$ cat src/rtl/oam_dma.sv
// oam_dma: sprite DMA, copies CPU page $XX00-$XXFF into the OAM data register.
// Latency: state/outputs advance one step per CPU cycle (clk edge with ph2_falling=1); 513 halted cycles.
// Backpressure: none; the CPU is held off via cpu_halt. Macro OAM_DMA_ODD_ALIGN_EN adds an even-cycle alignment step.
module oam_dma #(
  parameter logic [15:0] OAM_DATA_ADDR = 16'h2004,
  parameter int unsigned DMA_LEN       = 256
) (
  input  logic        clk,
  input  logic        rst,
  input  logic        ph1_rising,
  input  logic        ph1_falling,
  input  logic        ph2_rising,
  input  logic        ph2_falling,
  input  logic        trig_cs,
  input  logic        trig_rnw,
  input  logic [7:0]  trig_din,
  output logic        cpu_halt,
  output logic        dma_active,
  output logic [15:0] dma_addr,
  output logic        dma_rnw,
  output logic [7:0]  dma_dout,
  input  logic [7:0]  dma_din
);

  // Count value of the final byte; the counter is 8 bits, so a full page is 0..FF.
  localparam logic [7:0] LAST_CNT = 8'(DMA_LEN - 1);

  typedef enum logic [2:0] {
    ST_IDLE  = 3'd0,
    ST_HALT  = 3'd1,
`ifdef OAM_DMA_ODD_ALIGN_EN
    ST_ALIGN = 3'd2,
`endif
    ST_READ  = 3'd3,
    ST_WRITE = 3'd4
  } state_t;

  state_t      state_q, state_d;
  logic [7:0]  page_q, page_d;
  logic [7:0]  cnt_q, cnt_d;
  logic [7:0]  data_q, data_d;
  logic        parity_q, parity_d;
  logic        cpu_halt_q, cpu_halt_d;
  logic        dma_active_q, dma_active_d;
  logic [15:0] dma_addr_q, dma_addr_d;
  logic        dma_rnw_q, dma_rnw_d;
  logic [7:0]  dma_dout_q, dma_dout_d;

  // Phase strobes other than ph2_falling are kept only as a debug hook.
  logic unused_phase;
  assign unused_phase = ph1_rising ^ ph1_falling ^ ph2_rising;

  // State register plus all datapath and output flops; reset aborts any transfer.
  always_ff @(posedge clk or posedge rst) begin
    if (rst) begin
      state_q      <= ST_IDLE;
      page_q       <= 8'h00;
      cnt_q        <= 8'h00;
      data_q       <= 8'h00;
      parity_q     <= 1'b0;
      cpu_halt_q   <= 1'b0;
      dma_active_q <= 1'b0;
      dma_addr_q   <= 16'h0000;
      dma_rnw_q    <= 1'b1;
      dma_dout_q   <= 8'h00;
    end else begin
      state_q      <= state_d;
      page_q       <= page_d;
      cnt_q        <= cnt_d;
      data_q       <= data_d;
      parity_q     <= parity_d;
      cpu_halt_q   <= cpu_halt_d;
      dma_active_q <= dma_active_d;
      dma_addr_q   <= dma_addr_d;
      dma_rnw_q    <= dma_rnw_d;
      dma_dout_q   <= dma_dout_d;
    end
  end

  // Next-state and datapath updates, evaluated only at a CPU cycle boundary.
  always_comb begin
    state_d  = state_q;
    page_d   = page_q;
    cnt_d    = cnt_q;
    data_d   = data_q;
    parity_d = parity_q;
    if (ph2_falling) begin
      parity_d = ~parity_q;
      case (state_q)
        ST_IDLE: begin
          // Only a CPU write to $4014 starts a transfer; triggers elsewhere are ignored.
          if (trig_cs && !trig_rnw) begin
            state_d = ST_HALT;
            page_d  = trig_din;
            cnt_d   = 8'h00;
          end
        end
        ST_HALT: begin
`ifdef OAM_DMA_ODD_ALIGN_EN
          // Leaving HALT on an odd cycle costs one extra cycle so reads land on even cycles.
          state_d = parity_q ? ST_ALIGN : ST_READ;
`else
          state_d = ST_READ;
`endif
        end
`ifdef OAM_DMA_ODD_ALIGN_EN
        ST_ALIGN: state_d = ST_READ;
`endif
        ST_READ: begin
          data_d  = dma_din;
          state_d = ST_WRITE;
        end
        ST_WRITE: begin
          // The counter wraps to 0 only when the last byte is done; page stays fixed.
          cnt_d = cnt_q + 8'd1;
          if (cnt_q == LAST_CNT) begin
            state_d = ST_IDLE;
          end else begin
            state_d = ST_READ;
          end
        end
        default: state_d = ST_IDLE;
      endcase
    end
  end

  // Registered outputs for the CPU cycle being entered, derived from the next state.
  always_comb begin
    cpu_halt_d   = cpu_halt_q;
    dma_active_d = dma_active_q;
    dma_addr_d   = dma_addr_q;
    dma_rnw_d    = dma_rnw_q;
    dma_dout_d   = dma_dout_q;
    if (ph2_falling) begin
      case (state_d)
        ST_IDLE: begin
          cpu_halt_d   = 1'b0;
          dma_active_d = 1'b0;
          dma_addr_d   = 16'h0000;
          dma_rnw_d    = 1'b1;
          dma_dout_d   = 8'h00;
        end
        ST_READ: begin
          cpu_halt_d   = 1'b1;
          dma_active_d = 1'b1;
          dma_addr_d   = {page_d, cnt_d};
          dma_rnw_d    = 1'b1;
        end
        ST_WRITE: begin
          cpu_halt_d   = 1'b1;
          dma_active_d = 1'b1;
          dma_addr_d   = OAM_DATA_ADDR;
          dma_rnw_d    = 1'b0;
          dma_dout_d   = data_d;
        end
        default: begin
          // Dead cycles (HALT/ALIGN): bus idle, address and data held.
          cpu_halt_d   = 1'b1;
          dma_active_d = 1'b1;
          dma_rnw_d    = 1'b1;
        end
      endcase
    end
  end

  assign cpu_halt   = cpu_halt_q;
  assign dma_active = dma_active_q;
  assign dma_addr   = dma_addr_q;
  assign dma_rnw    = dma_rnw_q;
  assign dma_dout   = dma_dout_q;

endmodule

$ cat config.mk
export PLATFORM = sky130hd
export DESIGN_NAME = oam_dma
export DESIGN_NICKNAME = d
export VERILOG_FILES = /design/src/rtl/oam_dma.sv
export SDC_FILE = /design/constraint.sdc
export NUM_CORES = 1
export LEC_CHECK = 0
export BUFFER_PORTS_ARGS = -buffer_cell sky130_fd_sc_hd__clkbuf_2
export CAP_MARGIN = 25
export CORE_MARGIN = 2
export CORE_UTILIZATION = 40
export CTS_CLUSTER_DIAMETER = 80
export DETAILED_ROUTE_END_ITERATION = 6
export GPL_TIMING_DRIVEN = 0
export SETUP_SLACK_MARGIN = 0.1
export SYNTH_ARGS = -nofsm -noshare
export SYNTH_HDL_FRONTEND = slang
export SYNTH_SLANG_ARGS = --single-unit
$ cat constraint.sdc
create_clock -name clk -period 2.2 [get_ports clk]
set_input_delay 0.22 -clock clk [delete_from_list [all_inputs] [get_ports clk]]
set_output_delay 0.22 -clock clk [all_outputs]
set_load 0.05 [all_outputs]
* Word-level counts from Yosys, hierarchy flattened *
Cells that the tools add are included.

word-level totals
  flip-flop bits (word level) = 53
  output and inout port bits = 27

operators by class
  $add $sub $neg = 1
  equality and inequality tests = 6
  multiplexer cells = 16
  reduce and logical (&&, ||, !) cells = 8

operator list
  cell                                           count
  two-way mux 8 bit                              7
  case mux 16 bit (3 select lines)               1
  case mux 8 bit (2 select lines)                2
  case mux 3 bit (4 select lines)                1
  adder 8 x 1 -> 8 bit, second input constant    1
  == test 8 bit, second input constant           1
  == test 3 x 2 -> 1 bit, second input constant  2
  == test 3 bit, second input constant           2
  zero test 3 bit                                2
  two-way mux 3 bit                              2
  AND reduction 2 bit                            2
  == test 3 x 1 -> 1 bit, second input constant  1
  nonzero test 3 bit                             1
  two-way mux 1 bit                              2
  two-way mux 2 bit                              1
  nonzero test 2 bit                             1
  logical AND 1 bit                              1
  zero test 1 bit                                1

* Depth between registers and ports, before layout *
  word-level depth = 8
  gate-level depth with buffers = 7
  gate-level depth less buffers = 6

* Least setup slack after synthesis *
No wires, ideal clock.

  kind = flip-flop to flip-flop
  start point = register state_q[0]
  end point = register dma_addr_q[11], in the netlist dma_addr[11]
  library setup time = 121 ps
  arrival time = 1482 ps
  slack = 597 ps
  stages on the path, launching flop included = 6
  clock period less this slack = 1603 ps
  cells stage by stage = dfrtp_1 -> nor2_2 -> and4b_4 -> buf_6 -> mux2_4 -> a22o_1

on the way
  elaborated cells between the ends (all ways) = 15

RTL lines
  item                              line  source
  from (decl)                       38    state_t state_q, state_d;
  from (signal assigned)            67    state_q <= state_d;
  zero test 3 bit                   89    case (state_q)
  two-way mux 8 bit                 89
  two-way mux 8 bit                 87    if (ph2_falling) begin
  via page_d[3]                     39    logic [7:0] page_q, page_d;
  case mux 16 bit (3 select lines)  135   case (state_d)
  to (signal assigned)              74    dma_addr_q <= dma_addr_d;
  to (decl)                         45    logic [15:0] dma_addr_q, dma_addr_d;

The timed path passes the listed nets, and every way through them passes these cells.
A chain may end at the register's enable or synchronous reset.

* Worst setup path after layout *
  start point = register cnt_q[0]
  end point = register dma_addr_q[10], in the netlist dma_addr[10]

on the way
  longest elaborated chain between the ends = 7
  elaborated cells between the ends (all ways) = 10

RTL lines
  item                                   line  source
  from (decl)                            40    logic [7:0] cnt_q, cnt_d;
  from (signal assigned)                 69    cnt_q <= cnt_d;
  == test 8 bit *                        116   if (cnt_q == LAST_CNT) begin
  two-way mux 2 bit *                    116
  case mux 3 bit (4 select lines) *      89
  two-way mux 3 bit *                    87
  == test 3 bit (tied with other cells)  135
  nonzero test 3 bit (no line)           --
  AND reduction 2 bit (no line)          --

Mark *: on every way between the ends. The rest lies on a longest branch, timed or not.

==> summary.txt <==
outcome -> finished, final reports clean
overall power -> 2.98 mW
num ports -> 51
Setup TNS -> 0 ps
die area -> 5370 um2
Relative slew margins -> 39.8%
Worst-Margin Slew -> 902 ps
r2r setup slk -> 420 ps
Internal -> 1.79 mW
clock buffer depth -> 2
clock slew at reported path FFs -> 90 ps
Comb power frac -> 39.3%
Critical R2R Capture -> dma_addr[10]
DP Worst Slack -> 424 ps
initial antenna violation count -> 0
Filler Cells Inserted -> 427
DRC viols -> 0
M3 GR Usage -> 3.70%
gpl congestion -> 0.769
Synth Instances -> 150
overall routed net length -> 4.01 mm
via/cell ratio -> 5.35
# clock sinks -> 45
fin crit period -> 1780 ps
Synthesized Nets -> 175
area grow syn2layout -> 21.3%
Worst setup SP type -> flip-flop
hold slack -> 95.6 ps
Via Count -> 1380
Post-synth top flop -> dfrtp_1
routed len/inst -> 15.5 um
htree depth -> 2
DRT Pass-1 Iters -> 4
overall routing resource usage -> 15.8%
# rows -> 25
crit path capture type -> flip-flop
max cap viols -> 0
final hold violation count -> 0
NumNets Final -> 228
Net Sw Frac -> 39.9%
final clock skew -> 7.40 ps
share of cells above drive strength 1 -> 38.7%
Clock Latency Late Sink -> 300 ps
Async S/R FF share, synth -> 100%
Syn Std Cell Area -> 1920 um2
first-pass GRT wire length -> 6.45 mm
pin count of the biggest net entering global routing -> 46
Static Leakage -> 1.20 nW
Iteration-0 DRC Markers -> 67
Worst Hold Class -> in -> async
GR Layer Usage met2 -> 24.5%
clk root buf -> clkbuf_8
setup bufs post-CTS -> 0
Seq pwr share -> 39.9%
Synth warnings -> 0
post-synthesis sequential area ratio -> 58.7%
Pwr per Cell Area -> 1280 nW/um2
Post-CTS Hold Fix Bufs -> 0
core area -> 4660 um2
GR Util met1 -> 21.0%
die width -> 73.3 um
final setup vio count -> 0
post-CTS resize count -> 0
Psw -> 1.19 mW
number of synthesized flops with an enable pin -> 0
r2r startpoint -> cnt_q[0]
crit path max fanout -> 10
Clk pwr share -> 20.8%
post-synthesis cell type count -> 37
max-slew violations -> 0
Initial Util -> 41.2%
FF+latch count, synth -> 45
Most Crowded Layer GR -> met2
fin util -> 50.0%
WP data required -> 2390 ps
CTS tree -> done
Max Freq -> 0.560 GHz
Post-Syn Area per Cell -> 12.8 um2
crit share post-route -> 81.1%
Final WS setup -> 416 ps
FF-to-FF path depth -> 7
CTS Buf Count -> 5
vias in the first global route -> 1377
worst path arrival time -> 1970 ps
RSZ-0062 raised after global routing -> false
Die H -> 73.3 um
Antenna Cells -> 0
post-DP HPWL -> 2.92 mm
post-route antenna net violation count -> 0
Port Buffers -> 46
maximum VDD drop -> 0.621 mV
critical path class -> reg -> reg
Congestion Overflow GR -> 0
## layer usage
| layer | vias up | wire (um) |
|---|---|---|
| met5 | - | 0 |
| met4 | 0 | 72 |
| met3 | 8 | 126 |
| met2 | 30 | 2010 |
| met1 | 692 | 1800 |
| li1 | 650 | - |
## Yosys cell counts (all sizes together), types with 2 or more instances
| library cell | number | area [um2] |
|---|---|---|
| dfrtp | 44 | 1100 |
| a22o | 24 | 210 |
| nor2 | 12 | 57.6 |
| nand2 | 10 | 40.0 |
| mux2 | 8 | 116 |
| o21ai | 8 | 40.0 |
| buf | 7 | 61.3 |
| a21o | 3 | 22.5 |
| inv | 3 | 11.3 |
| nand3 | 3 | 15.0 |
| nor2b | 3 | 18.8 |
| nor3 | 3 | 26.3 |
| o22a | 3 | 26.3 |
| a211o | 2 | 17.5 |
| a21oi | 2 | 10.0 |
| and3 | 2 | 12.5 |
| xnor2 | 2 | 17.5 |
## worst max path at each step
stage          slack, ps       start            to
5_1_grt              280    cnt_q[0]   dma_addr[7]
3_3_place_gp         440         rst      cnt_q[4]
3_5_place_dp         420  state_q[0]  dma_addr[14]
4_1_cts              410  state_q[0]  dma_addr[10]
6_report             420    cnt_q[0]  dma_addr[10]
2_1_floorplan        600  state_q[0]  dma_addr[11]
## per-stage QoR
stage | instances | cell area (um2)
floorplan | 150 | 1920
finish | 258 | 2330
global route | 258 | 2330
detailed placement | 250 | 2220
CTS | 258 | 2330
global placement | 250 | 2220
## power by group through the flow
stage          clock, mW  combinational (mW)  sequential, mW
4_1_cts            0.637                1.18            1.19
2_1_floorplan          0               0.515            1.59
3_3_place_gp           0                1.15            1.19
3_5_place_dp           0                1.18            1.20
5_1_grt            0.665                1.24            1.21
6_report           0.619                1.17            1.19
## kinds of logic after synthesis
| logic type | count (synthesis) | share of synthesized area, % |
|---|---|---|
| XOR/XNOR | 2 | 0.912 |
| AND/OR/NAND/NOR | 38 | 11.2 |
| flip-flops | 45 | 58.7 |
| buffers and inverters | 10 | 3.78 |
| multiplexers | 8 | 6.06 |
| AO/OA/AOI/OAI | 46 | 18.7 |
| adder cells (fa/ha/maj) | 1 | 0.651 |
## critical path, stage by stage, from the launching register on
cell and delay (ps):
dfrtp_1 390, ha_1 220, nand3_1 120, o21ai_0 190, a211o_1 280, inv_2 110, buf_6 150, a22o_1 200
## flip-flops by register name, indices dropped and copies added, names as in the netlist
register and count:
page_q 8, dma_addr 16, state_q 3, dma_rnw 1, dma_dout 8, dma_active 1, cnt_q 8
## area by class of cell
| class | instances | area (um2) | area share, % |
|---|---|---|---|
| timing repair buffer | 46 | 230 | 9.88 |
| tap | 54 | 67.6 | 2.90 |
| sequential | 45 | 1130 | 48.4 |
| clock buffer | 6 | 72.6 | 3.11 |
| clock inverter | 2 | 38.8 | 1.66 |
| multi-input combinational | 95 | 721 | 30.9 |
| inverter | 3 | 11.3 | 0.483 |
| buffer | 7 | 61.3 | 2.63 |
## placed cells by master, fill, tap and decap left out, types with 2 or more instances in the layout
master,Yosys,routed
clkbuf_2,0,46
dfrtp_1,44,44
a22o_1,24,24
nand2_1,9,9
nor2_1,9,9
o21ai_0,7,7
mux2_4,7,7
clkbuf_8,0,5
buf_4,3,3
inv_2,2,3
buf_6,3,3
nand3_1,3,3
nor2b_1,3,3
o22a_1,3,3
a21o_1,3,3
a211o_1,2,2
nor2_2,2,2
nor3_1,2,2
and3_1,2,2
xnor2_1,2,2
a21oi_1,2,2
Power figures use the tool's default switching activity.
